### config.mk
export PLATFORM = sky130hd
export DESIGN_NAME = bios_watchdog_gen2_flat
export DESIGN_NICKNAME = d
export VERILOG_FILES = /design/src/rtl/bios_watchdog_gen2_pkg.sv /design/src/rtl/bios_watchdog_gen2_if.sv /design/src/rtl/bios_watchdog_gen2_counter.sv /design/src/rtl/bios_watchdog_gen2.sv /design/src/flat_wrapper.sv
export SDC_FILE = /design/constraint.sdc
export NUM_CORES = 1
export LEC_CHECK = 0
export CAP_MARGIN = 20
export CORE_ASPECT_RATIO = 1.5
export CORE_UTILIZATION = 55
export DETAILED_ROUTE_END_ITERATION = 12
export PLACE_DENSITY = 0.8
export SLEW_MARGIN = 20
export SYNTH_ARGS = -nofsm -noshare
export SYNTH_HDL_FRONTEND = slang
export SYNTH_SLANG_ARGS = --single-unit
### constraint.sdc
create_clock -name LpcClock -period 7.05 [get_ports LpcClock]
set_input_delay 0.705 -clock LpcClock [delete_from_list [all_inputs] [get_ports LpcClock]]
set_output_delay 0.705 -clock LpcClock [all_outputs]
set_load 0.01 [all_outputs]
### src/rtl/bios_watchdog_gen2_pkg.sv
// Shared definitions for the BIOS boot watchdog: FSM state encoding (also
// the WdState readback value), BIOS command codes and TimeoutCause encoding.
package bios_wd_pkg;

    typedef enum logic [2:0] {
        ST_RUN     = 3'd0,
        ST_KPAUSE  = 3'd1,
        ST_HOLD    = 3'd2,
        ST_DONE    = 3'd3,
        ST_EXPIRED = 3'd4
    } wd_state_t;

    localparam logic [7:0] CMD_DONE      = 8'hFF;
    localparam logic [7:0] CMD_KPAUSE    = 8'h55;
    localparam logic [7:0] CMD_HOLD      = 8'h29;
    localparam logic [7:0] CMD_RESUME    = 8'hAA;
    localparam logic [3:0] CMD_LIMIT_PFX = 4'hC;

    localparam logic [1:0] CAUSE_NONE  = 2'b00;
    localparam logic [1:0] CAUSE_KICK  = 2'b01;
    localparam logic [1:0] CAUSE_TOTAL = 2'b10;
    localparam logic [1:0] CAUSE_BOTH  = 2'b11;

    // 0xC0..0xCF reprograms the kick limit
    function automatic logic is_limit_cmd(input logic [7:0] v);
        return v[7:4] == CMD_LIMIT_PFX;
    endfunction

endpackage

### src/rtl/bios_watchdog_gen2_if.sv
// Register-decoder side bundle of the BIOS watchdog.
//   master: drives Strobe, WriteBiosWD, BiosRegister, BootAttempt
//   slave : drives BiosFinished, ForceSwap, BiosPowerOff, WdTimeout,
//           TimeoutCause, WdState
interface bios_watchdog_gen2_if
    import bios_wd_pkg::*;
#(
    parameter int RETRY_W = 2
);
    logic               Strobe;
    logic               WriteBiosWD;
    logic [7:0]         BiosRegister;
    logic [RETRY_W-1:0] BootAttempt;
    logic               BiosFinished;
    logic               ForceSwap;
    logic               BiosPowerOff;
    logic               WdTimeout;
    logic [1:0]         TimeoutCause;
    wd_state_t          WdState;

    modport master (
        output Strobe, WriteBiosWD, BiosRegister, BootAttempt,
        input  BiosFinished, ForceSwap, BiosPowerOff, WdTimeout, TimeoutCause, WdState
    );

    modport slave (
        input  Strobe, WriteBiosWD, BiosRegister, BootAttempt,
        output BiosFinished, ForceSwap, BiosPowerOff, WdTimeout, TimeoutCause, WdState
    );
endinterface

### src/rtl/bios_watchdog_gen2_counter.sv
// Saturating tick counter with a reached-limit flag.
//   clk, rst_n : clock, async active-low reset
//   clr        : force count to 0 (highest priority)
//   hold       : freeze count
//   en         : count one tick
//   limit      : compare value
//   hit        : the value being registered this cycle is >= limit, so the
//                owner can react on the same edge the limit is reached
module bios_wd_counter #(
    parameter int W = 8
) (
    input  logic         clk,
    input  logic         rst_n,
    input  logic         clr,
    input  logic         hold,
    input  logic         en,
    input  logic [W-1:0] limit,
    output logic         hit
);
    logic [W-1:0] cnt_q, cnt_d;

    always_comb begin
        cnt_d = cnt_q;
        if (clr)
            cnt_d = '0;
        else if (!hold && en && cnt_q != {W{1'b1}})
            cnt_d = cnt_q + 1'b1;
    end

    always_ff @(posedge clk or negedge rst_n) begin
        if (!rst_n) cnt_q <= '0;
        else        cnt_q <= cnt_d;
    end

    assign hit = (cnt_d >= limit);
endmodule

### src/rtl/bios_watchdog_gen2.sv
// BIOS POST watchdog: kick (heartbeat) timer plus overall boot timer.
// Expiry requests a flash bank swap, or power-off once BootAttempt has
// reached MAX_RETRY.
//   LpcClock  : LPC clock
//   MainReset : async active-low reset
//   bus       : slave side of bios_watchdog_gen2_if (strobe/write/data/
//               attempt in; finished/swap/poweroff/timeout/cause/state out)
module bios_watchdog_gen2
    import bios_wd_pkg::*;
#(
    parameter int TOTAL_W        = 10,
    parameter int TOTAL_LIMIT    = 512,
    parameter int KICK_W         = 6,
    parameter int KICK_LIMIT_DEF = 32,
    parameter int RETRY_W        = 2,
    parameter int MAX_RETRY      = 2
) (
    input  logic LpcClock,
    input  logic MainReset,
    bios_watchdog_gen2_if.slave bus
);
    wd_state_t         state_q, state_d;
    logic [KICK_W-1:0] kick_limit_q, kick_limit_new;
    logic [KICK_W:0]   lim_wide;
    logic [RETRY_W-1:0] attempt;
    logic live, wr, cmd_done, kick_hit, tot_hit, expire, retry_left;
    logic finished_q, swap_q, poff_q, timeout_q;
    logic [1:0] cause_q;

    // Writes are ignored once DONE or EXPIRED
    assign wr         = bus.WriteBiosWD && (state_q inside {ST_RUN, ST_KPAUSE, ST_HOLD});
    assign live       = state_q inside {ST_RUN, ST_KPAUSE};
    assign cmd_done   = wr && (bus.BiosRegister == CMD_DONE);
    assign attempt    = bus.BootAttempt;
    assign retry_left = int'(attempt) < MAX_RETRY;

    // (val+1) * 2^(KICK_W-4) - 1, computed one bit wider to hold 2^KICK_W
    assign lim_wide       = ((KICK_W+1)'(bus.BiosRegister[3:0]) + 1'b1) << (KICK_W - 4);
    assign kick_limit_new = KICK_W'(lim_wide - 1'b1);

    // Any accepted write is a kick; clearing wins over a same-cycle Strobe.
    // KPAUSE pins the kick counter at 0.
    bios_wd_counter #(.W(KICK_W)) u_kick (
        .clk   (LpcClock),
        .rst_n (MainReset),
        .clr   (wr || state_q == ST_KPAUSE),
        .hold  (state_q == ST_HOLD),
        .en    (bus.Strobe && state_q == ST_RUN),
        .limit (kick_limit_q),
        .hit   (kick_hit)
    );

    bios_wd_counter #(.W(TOTAL_W)) u_total (
        .clk   (LpcClock),
        .rst_n (MainReset),
        .clr   (1'b0),
        .hold  (state_q == ST_HOLD),
        .en    (bus.Strobe && live),
        .limit (TOTAL_W'(TOTAL_LIMIT)),
        .hit   (tot_hit)
    );

    always_ff @(posedge LpcClock or negedge MainReset) begin
        if (!MainReset) state_q <= ST_RUN;
        else            state_q <= state_d;
    end

    // Expiry overrides every command except DONE
    always_comb begin
        state_d = state_q;
        expire  = 1'b0;
        if (wr) begin
            case (bus.BiosRegister)
                CMD_DONE:   state_d = ST_DONE;
                CMD_KPAUSE: state_d = ST_KPAUSE;
                CMD_HOLD:   state_d = ST_HOLD;
                CMD_RESUME: state_d = ST_RUN;
                default:    ;
            endcase
        end
        if (live && (kick_hit || tot_hit) && !cmd_done) begin
            state_d = ST_EXPIRED;
            expire  = 1'b1;
        end
    end

    always_ff @(posedge LpcClock or negedge MainReset) begin
        if (!MainReset) begin
            kick_limit_q <= KICK_W'(KICK_LIMIT_DEF);
            finished_q   <= 1'b0;
            swap_q       <= 1'b0;
            poff_q       <= 1'b0;
            timeout_q    <= 1'b0;
            cause_q      <= CAUSE_NONE;
        end else begin
            if (wr && is_limit_cmd(bus.BiosRegister))
                kick_limit_q <= kick_limit_new;
            swap_q <= expire && retry_left;
            if (state_d == ST_DONE)
                finished_q <= 1'b1;
            if (expire) begin
                timeout_q <= 1'b1;
                cause_q   <= tot_hit ? (kick_hit ? CAUSE_BOTH : CAUSE_TOTAL) : CAUSE_KICK;
                if (!retry_left)
                    poff_q <= 1'b1;
            end
        end
    end

    assign bus.WdState      = state_q;
    assign bus.BiosFinished = finished_q;
    assign bus.ForceSwap    = swap_q;
    assign bus.BiosPowerOff = poff_q;
    assign bus.WdTimeout    = timeout_q;
    assign bus.TimeoutCause = cause_q;
endmodule
### src/flat_wrapper.sv
// flat-port wrapper written by rule: the top's interface ports become plain ports
module bios_watchdog_gen2_flat import bios_wd_pkg::*;
#(
    parameter int TOTAL_W        = 10,
    parameter int TOTAL_LIMIT    = 512,
    parameter int KICK_W         = 6,
    parameter int KICK_LIMIT_DEF = 32,
    parameter int RETRY_W        = 2,
    parameter int MAX_RETRY      = 2
)
  (LpcClock, MainReset, bus_Strobe, bus_WriteBiosWD, bus_BiosRegister, bus_BootAttempt, bus_BiosFinished, bus_ForceSwap, bus_BiosPowerOff, bus_WdTimeout, bus_TimeoutCause, bus_WdState);
  bios_watchdog_gen2_if #(.RETRY_W(RETRY_W)) bus_i ();
  input  logic LpcClock;
  input  logic MainReset;
  input wire logic [$bits(bus_i.Strobe)-1:0] bus_Strobe;
  input wire logic [$bits(bus_i.WriteBiosWD)-1:0] bus_WriteBiosWD;
  input wire logic [$bits(bus_i.BiosRegister)-1:0] bus_BiosRegister;
  input wire logic [$bits(bus_i.BootAttempt)-1:0] bus_BootAttempt;
  output wire logic [$bits(bus_i.BiosFinished)-1:0] bus_BiosFinished;
  output wire logic [$bits(bus_i.ForceSwap)-1:0] bus_ForceSwap;
  output wire logic [$bits(bus_i.BiosPowerOff)-1:0] bus_BiosPowerOff;
  output wire logic [$bits(bus_i.WdTimeout)-1:0] bus_WdTimeout;
  output wire logic [$bits(bus_i.TimeoutCause)-1:0] bus_TimeoutCause;
  output wire logic [$bits(bus_i.WdState)-1:0] bus_WdState;
  assign bus_i.Strobe = bus_Strobe;
  assign bus_i.WriteBiosWD = bus_WriteBiosWD;
  assign bus_i.BiosRegister = bus_BiosRegister;
  assign bus_i.BootAttempt = bus_BootAttempt;
  assign bus_BiosFinished = bus_i.BiosFinished;
  assign bus_ForceSwap = bus_i.ForceSwap;
  assign bus_BiosPowerOff = bus_i.BiosPowerOff;
  assign bus_WdTimeout = bus_i.WdTimeout;
  assign bus_TimeoutCause = bus_i.TimeoutCause;
  assign bus_WdState = bus_i.WdState;
  bios_watchdog_gen2 #(.TOTAL_W(TOTAL_W), .TOTAL_LIMIT(TOTAL_LIMIT), .KICK_W(KICK_W), .KICK_LIMIT_DEF(KICK_LIMIT_DEF), .RETRY_W(RETRY_W), .MAX_RETRY(MAX_RETRY)) u_core (.LpcClock(LpcClock), .MainReset(MainReset), .bus(bus_i));
endmodule
==> qor.txt, run 1 <==
Status -> finished clean
Maximum VDD drop -> 0.172 mV
Vias -> 1249
Hold Path Depth -> 1
RD Place Congestion -> 0.805
Yosys reg bits -> 30
WL/cell -> 13.4 um
Die height -> 69.3 um
M2 GR Usage -> 0.410
Post-CTS setup buffer count -> 0
Worst Setup End Kind -> flop
Post_cts resized -> 0
Root Buffer -> clkbuf_8
First-pass GRT wire length -> 5.26 mm
Clk_skew -> 3.39 ps
Final Hold Viols -> 0
Most used DFF post-synth -> dfrtp_1
Count leader, synth -> dfrtp_1
CTS buffer count -> 5
Multi-input logic area -> 870 um^2
First-pass detailed-route iteration total -> 4
Synthesized net count -> 190
Crit path max fanout -> 6
ANT nets after route -> 0
DRC violations left -> 0
Via density -> 5.38
FF-to-FF path depth -> 11
Worst Hold Launch -> u_core.bus.BiosPowerOff
Die Wd -> 46.8 um
Synth cell types -> 39
Fill cells -> 236
Ys async rst share -> 1.00
Post-synth top area cell -> dfrtp_1
Global route overflow -> 0
Number of global-route vias before repair -> 1283
Max Cap Viol -> 0
Post-route worst setup slack -> 3540 ps
Max_slew headroom -> 0.561
CTS tree -> built
Synth Cell Area -> 1660 um^2
Sink Count -> 30
H-tree level count -> 2
Nets@finish -> 219
Routing usage on met1 -> 0.210
Seq/Total Area, Yosys -> 0.453
Register area -> 752 um^2
Smallest hold slack -> 469 ps
RSZ-0062 raised after global routing -> false
Routed WL -> 3.11 mm
Synth top area share -> 0.437
Syn Inst Count -> 164
GRT Total Usage -> 0.225
Pre-CTS setup slack -> 3220 ps
CTS Hold Buffers Added -> 0
Slew Viols, Final -> 0
Max Root-Sink Buffers -> 2
Syn-to-layout area delta -> 20.7%
F_max -> 285 MHz
Cell area power density -> 205 nW/um^2
N_diodes -> 0
Period utilization -> 0.498
Leak -> 0.934 nW
Largest net degree at the start of global routing -> 31
Row cnt -> 24
Core area -> 2880 um^2
Main area contributors after synthesis -> dfrtp_1 (44%), ha_1 (9.0%), xor2_1 (4.8%)
Critical path class -> in -> reg
Worst Hold Class -> reg -> reg
Ys Warns -> 0
CP Launch Type -> input port
Syn_area_per_cell -> 10.1 um^2
Placed cells -> 225
Finish-stage setup viols -> 0
Detailed Route Iter0 Violations -> 37
IO buf count -> 21
R2r startpoint -> u_core.bus.WdState[2]
WP data arrival -> 3680 ps
Routing usage on met3 -> 0.0703
EDFF count, synth -> 0
DP HPWL -> 2.42 mm
Worst setup path start -> bus_Strobe
Initial Util -> 0.576
Share of cells above drive strength 1 -> 0.0777
Ports -> 23
Top cells by count, synth -> dfrtp_1 (29), nand2_1 (17), nor2_1 (14)
Most used routing layer -> met2
Worst EP required -> 7220 ps
Period minus WS final -> 3510 ps
Total power draw -> 410 uW
Fin cells -> 232
Clock latency on the worst-skew pair -> 280 ps
Clock transition at the registers of the reported paths -> 60 ps
Setup TNS -> 0 ps
Initial antenna violation count -> 0
Worst-Margin Slew -> 655 ps
Die area -> 3240 um^2
-- sequential cells by signal (all words and copies together), names as in the netlist --
name / flops
u_core.bus.BiosPowerOff: 1
u_core.bus.WdTimeout: 1
u_core.bus.ForceSwap: 1
u_core.bus.WdState: 3
u_core.bus.BiosFinished: 1
u_core.kick_limit_q: 5
u_core.u_total.cnt_q: 10
u_core.bus.TimeoutCause: 2
u_core.u_kick.cnt_q: 6
-- cells in the final DEF (no fill, tap or decap), types with 7 or more instances in the layout --
cell / count
xnor2_1: 8
inv_1: 10
ha_1: 12
nand2_1: 17
o21ai_0: 7
nand3_1: 7
xor2_1: 9
clkdlybuf4s50_1: 21
nor2_1: 14
dfrtp_1: 29
-- metrics by stage --
stage	utilization	area (um^2)
finish	0.694	2000
global route	0.694	2000
CTS	0.694	2000
detailed placement	0.668	1930
global placement	0.668	1930
floorplan	-	1660
-- report_power, final --
part / total [mW] / switching [mW] / internal (mW) / leakage, nW
registers: 0.208 / 0.0171 / 0.191 / 0.392
logic: 0.0753 / 0.0378 / 0.0375 / 0.504
clock network: 0.127 / 0.0592 / 0.0677 / 0.0383
total: 0.410 / 0.114 / 0.296 / 0.934
-- metal layers --
layer | wire length (um) | vias to the layer above | share of wire
met5 | 0 | - | 0
li1 | - | 632 | -
met1 | 1170 | 584 | 0.37
met3 | 106 | 7 | 0.034
met4 | 63 | 0 | 0.020
met2 | 1770 | 26 | 0.57
-- cell families after synthesis --
kind of cell | share of synthesized area
and+or+nand+nor | 0.195
muxes | 0.0256
buffers and inverters | 0.0226
AOI/OAI and AO/OA | 0.123
adders and majority gates | 0.0905
xor gates and xnor gates | 0.0897
DFF | 0.453
-- final cells by class --
class / count / share of cell area
sequential: 30 / 0.376
timing repair buffer: 22 / 0.109
tap: 39 / 0.0244
clock buffer: 7 / 0.0381
multi-input combinational: 124 / 0.434
inverter: 10 / 0.0188
-- critical path, stage by stage --
cell,delay [ps]
clkdlybuf4s50_1,470
or3b_4,410
a311oi_4,410
and4_1,260
xnor2_1,120
nor2_1,80
ha_1,320
a21o_1,180
a21oi_1,150
o31ai_1,150
o21a_2,250
a21o_1,170
-- final timing paths --
path | endpoint | slack, ps
max | u_core.bus.BiosPowerOff | 3540
min | u_core.bus.BiosPowerOff | 470
min reg2reg | u_core.bus.BiosPowerOff | 470
max reg2reg | u_core.bus.BiosPowerOff | 3930
min in group asynchronous | u_core.u_total.cnt_q[7] | 810
max in group asynchronous | u_core.kick_limit_q[5] | 5930
(Power assumes the default switching activity.)
==> run 2: changes to the inputs <==
- CORE_UTILIZATION: 55 -> 54
- PLACE_DENSITY: 0.8 -> 0.79
- clock period: 7.05 -> 3.38 ns (I/O delays scaled with it)
==> run 2 against run 1 <==
Against the previous run: worst hold slack got worse by 36 ps; via count increased by 3.3%; final cell count increased by 2.2%; sequential power increased by 110%; clock skew increased by 5.9 ps; flip-flop and latch count unchanged; critical path type unchanged; largest cell class unchanged; largest power group unchanged.
==> qor.txt, run 2 (synthesized netlist as in run 1, its figures left out) <==
Largest net degree at the start of global routing -> 31 (unchanged)
Final Util -> 0.704 (+0.00959)
WP data arrival -> 3320 ps (-360 ps)
Post-route cell area -> 2050 um^2 (+2.4%)
Most common cell after layout, fill and taps aside -> dfrtp_1
IO buf count -> 21 (unchanged)
Register area -> 752 um^2 (unchanged)
Share of cells above drive strength 1 -> 0.111 (+0.0334)
Initial antenna violation count -> 0 (unchanged)
Global route overflow -> 0 (unchanged)
Routed WL -> 3.37 mm (+8.5%)
Die area -> 3300 um^2 (+1.8%)
Post-route worst setup slack -> 198 ps (-3340 ps)
Biggest regs -> u_core.u_total.cnt_q x10, u_core.u_kick.cnt_q x6, u_core.kick_limit_q x5
Flop-to-flop setup slack -> 320 ps (-3610 ps)
Clock transition at the registers of the reported paths -> 70 ps (about the same)
RD Place Congestion -> 0.794 (-1.4%)
Root Buffer -> clkbuf_8
Placed cells -> 229 (+1.8%)
Post_cts resized -> 0 (unchanged)
Detailed Route Iter0 Violations -> 32 (-14%)
Placed cell area -> 1960 um^2 (+1.6%)
Clock latency on the worst-skew pair -> 290 ps (about the same)
Multi-input logic area -> 870 um^2 (unchanged)
Core area -> 2910 um^2 (+1.0%)
Fill cells -> 230 (-2.5%)
Worst Setup End Kind -> flop
Top reg by flops -> u_core.u_total.cnt_q
Max reg flops -> 10 (unchanged)
Maximum VDD drop -> 0.344 mV (+100%)
Period utilization -> 0.941
RSZ-0062 raised after global routing -> false
N_diodes -> 0 (unchanged)
Max_slew headroom -> 0.581 (+0.0208)
Cell area power density -> 440 nW/um^2 (+110%)
Ports -> 23 (unchanged)
DP HPWL -> 2.57 mm (+6.3%)
Leak -> 0.962 nW (+3.0%)
Commonest non-fill, non-tap cells in the layout -> dfrtp_1 (29), clkdlybuf4s50_1 (21), nand2_1 (17)
Vias -> 1290 (+3.3%)
Status -> finished clean
First-pass detailed-route iteration total -> 4 (unchanged)
Period minus WS final -> 3180 ps
Nets@finish -> 223 (+1.8%)
Die Wd -> 47.3 um (+0.88%)
Clk_skew -> 9.28 ps (+5.89 ps)
WL/cell -> 14.2 um (+6.2%)
Final Hold Viols -> 0 (unchanged)
Syn-to-layout area delta -> 23.6%
Max Cap Viol -> 0 (unchanged)
Worst Hold Class -> in -> async
Setup TNS -> 0 ps (unchanged)
CTS tree -> built
Worst EP required -> 3520 ps (-3700 ps)
H-tree level count -> 2 (unchanged)
Die height -> 69.9 um (+0.90%)
F_max -> 314 MHz
GRT Total Usage -> 0.238 (+0.0131)
Row cnt -> 24 (unchanged)
First-pass GRT wire length -> 5.60 mm (+6.4%)
Post-CTS setup buffer count -> 0 (unchanged)
Worst-Margin Slew -> 623 ps (-32.6 ps)
FF-to-FF path depth -> 11 (unchanged)
Slew Viols, Final -> 0 (unchanged)
CP Launch Type -> input port
Critical path class -> in -> reg
Via density -> 5.44 (+1.1%)
Crit path max fanout -> 5 (-1)
Initial Util -> 0.570 (-0.00593)
CTS buffer count -> 5 (unchanged)
Fin cells -> 237 (+2.2%)
Number of global-route vias before repair -> 1386 (+8.0%)
Sink Count -> 30 (unchanged)
CTS Hold Buffers Added -> 0 (unchanged)
DRC violations left -> 0 (unchanged)
Pre-CTS setup slack -> -87.0 ps (-3310 ps)
Finish-stage setup viols -> 0 (unchanged)
ANT nets after route -> 0 (unchanged)
Max Root-Sink Buffers -> 2 (unchanged)
## run 2: cell types whose count changed in the layout (fill, tap and decap cells not counted), sizes merged
cell      before  now
buf            1    5
clkbuf         7    6
clkinv         0    1
clkinvlp       0    1
## run 2: per-layer routing
| layer | up-vias | share of wire | global-route usage |
|---|---|---|---|
| met5 | - | 0 | 0 |
| met1 | 614 | 0.37 | 0.208 |
| li1 | 639 | - | - |
| met4 | 0 | 0.032 | 0.137 |
| met3 | 12 | 0.031 | 0.0594 |
| met2 | 25 | 0.57 | 0.437 |
## run 2: cell type report
class,count,share of cell area
inverters,10,0.0183
clock inverters,2,0.00610
repair buffers,26,0.121
clock buffers,6,0.0403
multi-input cells,124,0.424
well taps,39,0.0238
flip-flops and latches,30,0.367
## run 2: worst paths after layout
| kind | startpoint | endpoint |
|---|---|---|
| worst max-delay path | bus_Strobe | u_core.bus.WdState[0] |
| worst min-delay path | MainReset | u_core.u_kick.cnt_q[0] |
| worst max register to register | u_core.bus.WdState[2] | u_core.bus.WdState[0] |
| worst min register to register | u_core.bus.BiosPowerOff | u_core.bus.BiosPowerOff |
| max in group asynchronous | MainReset | u_core.kick_limit_q[5] |
| min in group LpcClock | u_core.bus.BiosPowerOff | u_core.bus.BiosPowerOff |
## run 2: through the flow
step | hold slack [ps] | total power, mW
finish | 432 | 0.902
global route | 470 | 0.946
CTS | 438 | 0.908
detailed placement | 450 | 0.603
global placement | 441 | 0.590
floorplan | 42.4 | 0.532
## run 2: where the power goes
group | switching, mW | internal [mW]
Sequential | 0.0320 | 0.397
Clock | 0.140 | 0.163
Combinational | 0.0871 | 0.0825
## run 2: worst max-delay path, stage by stage
cell,delay (ps)
clkdlybuf4s50_1,470
or3b_4,400
a311oi_4,390
buf_4,190
nand4_1,120
xor2_1,160
nor2_1,70
ha_1,300
nand3_1,70
o31ai_1,500
o21a_2,240
a21oi_1,60
==> run 3: changes to the inputs <==
- CORE_MARGIN: not set -> 4
- GPL_TIMING_DRIVEN: not set -> 0
==> run 3 against run 2 <==
Against the previous run: global-route usage is 5.0 points lower; worst hold slack lost 350 ps; register-to-register slack got worse by 80 ps; sequential share of layout area grew 0.85 points; combinational power shrank 8%; flip-flop and latch count unchanged.
==> qor.txt, run 3 (synthesized netlist as in run 1, its figures left out) <==
Nets@finish -> 218 (-2.2%)
Most common cell after layout, fill and taps aside -> dfrtp_1
Share of cells above drive strength 1 -> 0.0881 (-0.0230)
Global route overflow -> 0 (unchanged)
IO buf count -> 21 (unchanged)
Post-route worst setup slack -> 200 ps (+1.98 ps)
Sink Count -> 30 (unchanged)
Via density -> 5.49 (+0.81%)
Row cnt -> 24 (unchanged)
Total power draw -> 882 uW (-2.2%)
CP Launch Type -> input port
H-tree level count -> 2 (unchanged)
Slew Viols, Final -> 0 (unchanged)
Largest net degree at the start of global routing -> 31 (unchanged)
Worst EP required -> 3550 ps (+30 ps)
Final Hold Viols -> 0 (unchanged)
Die area -> 4040 um^2 (+22%)
First-pass GRT wire length -> 5.46 mm (-2.3%)
Clk_skew -> 3.72 ps (-5.56 ps)
Biggest regs -> u_core.u_total.cnt_q x10, u_core.u_kick.cnt_q x6, u_core.kick_limit_q x5
N_diodes -> 0 (unchanged)
ANT nets after route -> 0 (unchanged)
WL/cell -> 13.8 um (-3.4%)
CP max-delay cell -> clkdlybuf4s50_1
Worst Setup End Kind -> flop
Finish-stage setup viols -> 0 (unchanged)
RD Place Congestion -> 0.769 (-3.1%)
Fin cells -> 232 (-2.1%)
Pre-CTS setup slack -> -91.9 ps (-4.88 ps)
CTS tree -> built
Initial Util -> 0.564 (-0.00581)
Core area -> 2940 um^2 (+1.0%)
First-pass detailed-route iteration total -> 4 (unchanged)
Final Util -> 0.681 (-0.0229)
Placed cells -> 224 (-2.2%)
Period utilization -> 0.941 (about the same)
Worst-Margin Slew -> 660 ps (+37.4 ps)
Root Buffer -> clkbuf_8
Leak -> 0.939 nW (-2.4%)
Post-CTS setup buffer count -> 0 (unchanged)
Detailed Route Iter0 Violations -> 45 (+41%)
Commonest non-fill, non-tap cells in the layout -> dfrtp_1 (29), clkdlybuf4s50_1 (20), nand2_1 (17)
Top reg by flops -> u_core.u_total.cnt_q
Worst Hold Class -> in -> async
Die height -> 75.9 um (+8.6%)
GRT Total Usage -> 0.188 (-0.0496)
Number of global-route vias before repair -> 1318 (-4.9%)
Routed WL -> 3.19 mm (-5.4%)
Post_cts resized -> 0 (unchanged)
Max reg flops -> 10 (unchanged)
Max Root-Sink Buffers -> 2 (unchanged)
Ports -> 23 (unchanged)
Clock latency on the worst-skew pair -> 280 ps (about the same)
Critical Path Max Stage Delay -> 480 ps (-20 ps)
F_max -> 314 MHz (about the same)
Max Cap Viol -> 0 (unchanged)
WP data arrival -> 3350 ps (+30 ps)
Setup TNS -> 0 ps (unchanged)
Status -> finished clean
RSZ-0062 raised after global routing -> false
Cell area power density -> 440 nW/um^2 (about the same)
Max_slew headroom -> 0.560 (-0.0214)
Die Wd -> 53.3 um (+13%)
Crit path max fanout -> 6 (+1)
Clock transition at the registers of the reported paths -> 60 ps (about the same)
Fill cells -> 261 (+13%)
Crit-path cells -> clkdlybuf4s50_1, or3b_4, a311oi_4, xnor2_1, or2_1, ha_1, nand2b_1, a211oi_1, o31ai_1, o21a_2, a21o_1
Syn-to-layout area delta -> 20.8%
CTS Hold Buffers Added -> 0 (unchanged)
Maximum VDD drop -> 0.381 mV (+11%)
Initial antenna violation count -> 0 (unchanged)
DRC violations left -> 0 (unchanged)
Critical path class -> in -> reg
Vias -> 1273 (-1.3%)
Period minus WS final -> 3180 ps (-1.98 ps)
CTS buffer count -> 5 (unchanged)
DP HPWL -> 2.51 mm (-2.3%)
run 3: layer usage:
| metal | wire length [um] | up-vias | track usage |
|---|---|---|---|
| li1 | - | 624 | - |
| met1 | 1180 | 613 | 0.184 |
| met2 | 1790 | 29 | 0.344 |
| met3 | 139 | 7 | 0.0587 |
| met4 | 76 | 0 | 0.102 |
| met5 | 0 | - | 0 |
run 3: worst paths after layout:
check | start | endpoint | slack [ps] | cells after the start
min in group LpcClock | u_core.bus.BiosPowerOff | u_core.bus.BiosPowerOff | 460 | 1
max in group asynchronous | MainReset | u_core.kick_limit_q[2] | 2870 | 1
hold reg to reg | u_core.bus.BiosPowerOff | u_core.bus.BiosPowerOff | 460 | 1
setup reg to reg | u_core.bus.WdState[2] | u_core.bus.BiosPowerOff | 240 | 10
hold / removal | MainReset | u_core.u_kick.cnt_q[0] | 90 | 1
setup / recovery | bus_Strobe | u_core.bus.BiosPowerOff | 200 | 11
run 3: where the power goes:
part	total [mW]	internal (mW)	switching [mW]
clock network	0.292	0.164	0.128
logic	0.157	0.0765	0.0808
registers	0.433	0.397	0.0359
run 3: area by class of cell:
type / count / area [um^2] / share of cell area
multi-input cells: 124 / 870 / 0.434
clock inverters: 1 / 5.00 / 0.00250
flip-flops and latches: 30 / 752 / 0.375
clock buffers: 7 / 86.3 / 0.0431
inverters: 10 / 37.5 / 0.0187
repair buffers: 21 / 205 / 0.102
well taps: 39 / 48.8 / 0.0243
run 3: metrics by stage:
| stage | hold WS (ps) | area, um^2 |
|---|---|---|
| final | 87.0 | 2000 |
| after global routing | 140 | 2000 |
| after CTS | 106 | 2000 |
| after detailed placement | 409 | 1910 |
| after global placement | 442 | 1920 |
| after floorplan | 42.4 | 1660 |
run 3: worst max-delay path, delay by kind of cell:
| kind | cells | cell delay [ps] |
|---|---|---|
| AOI/OAI and AO/OA | 5 | 1340 |
| xor gates and xnor gates | 1 | 110 |
| adders and majority gates | 1 | 290 |
| buffers and inverters | 1 | 480 |
| and+or+nand+nor | 3 | 780 |
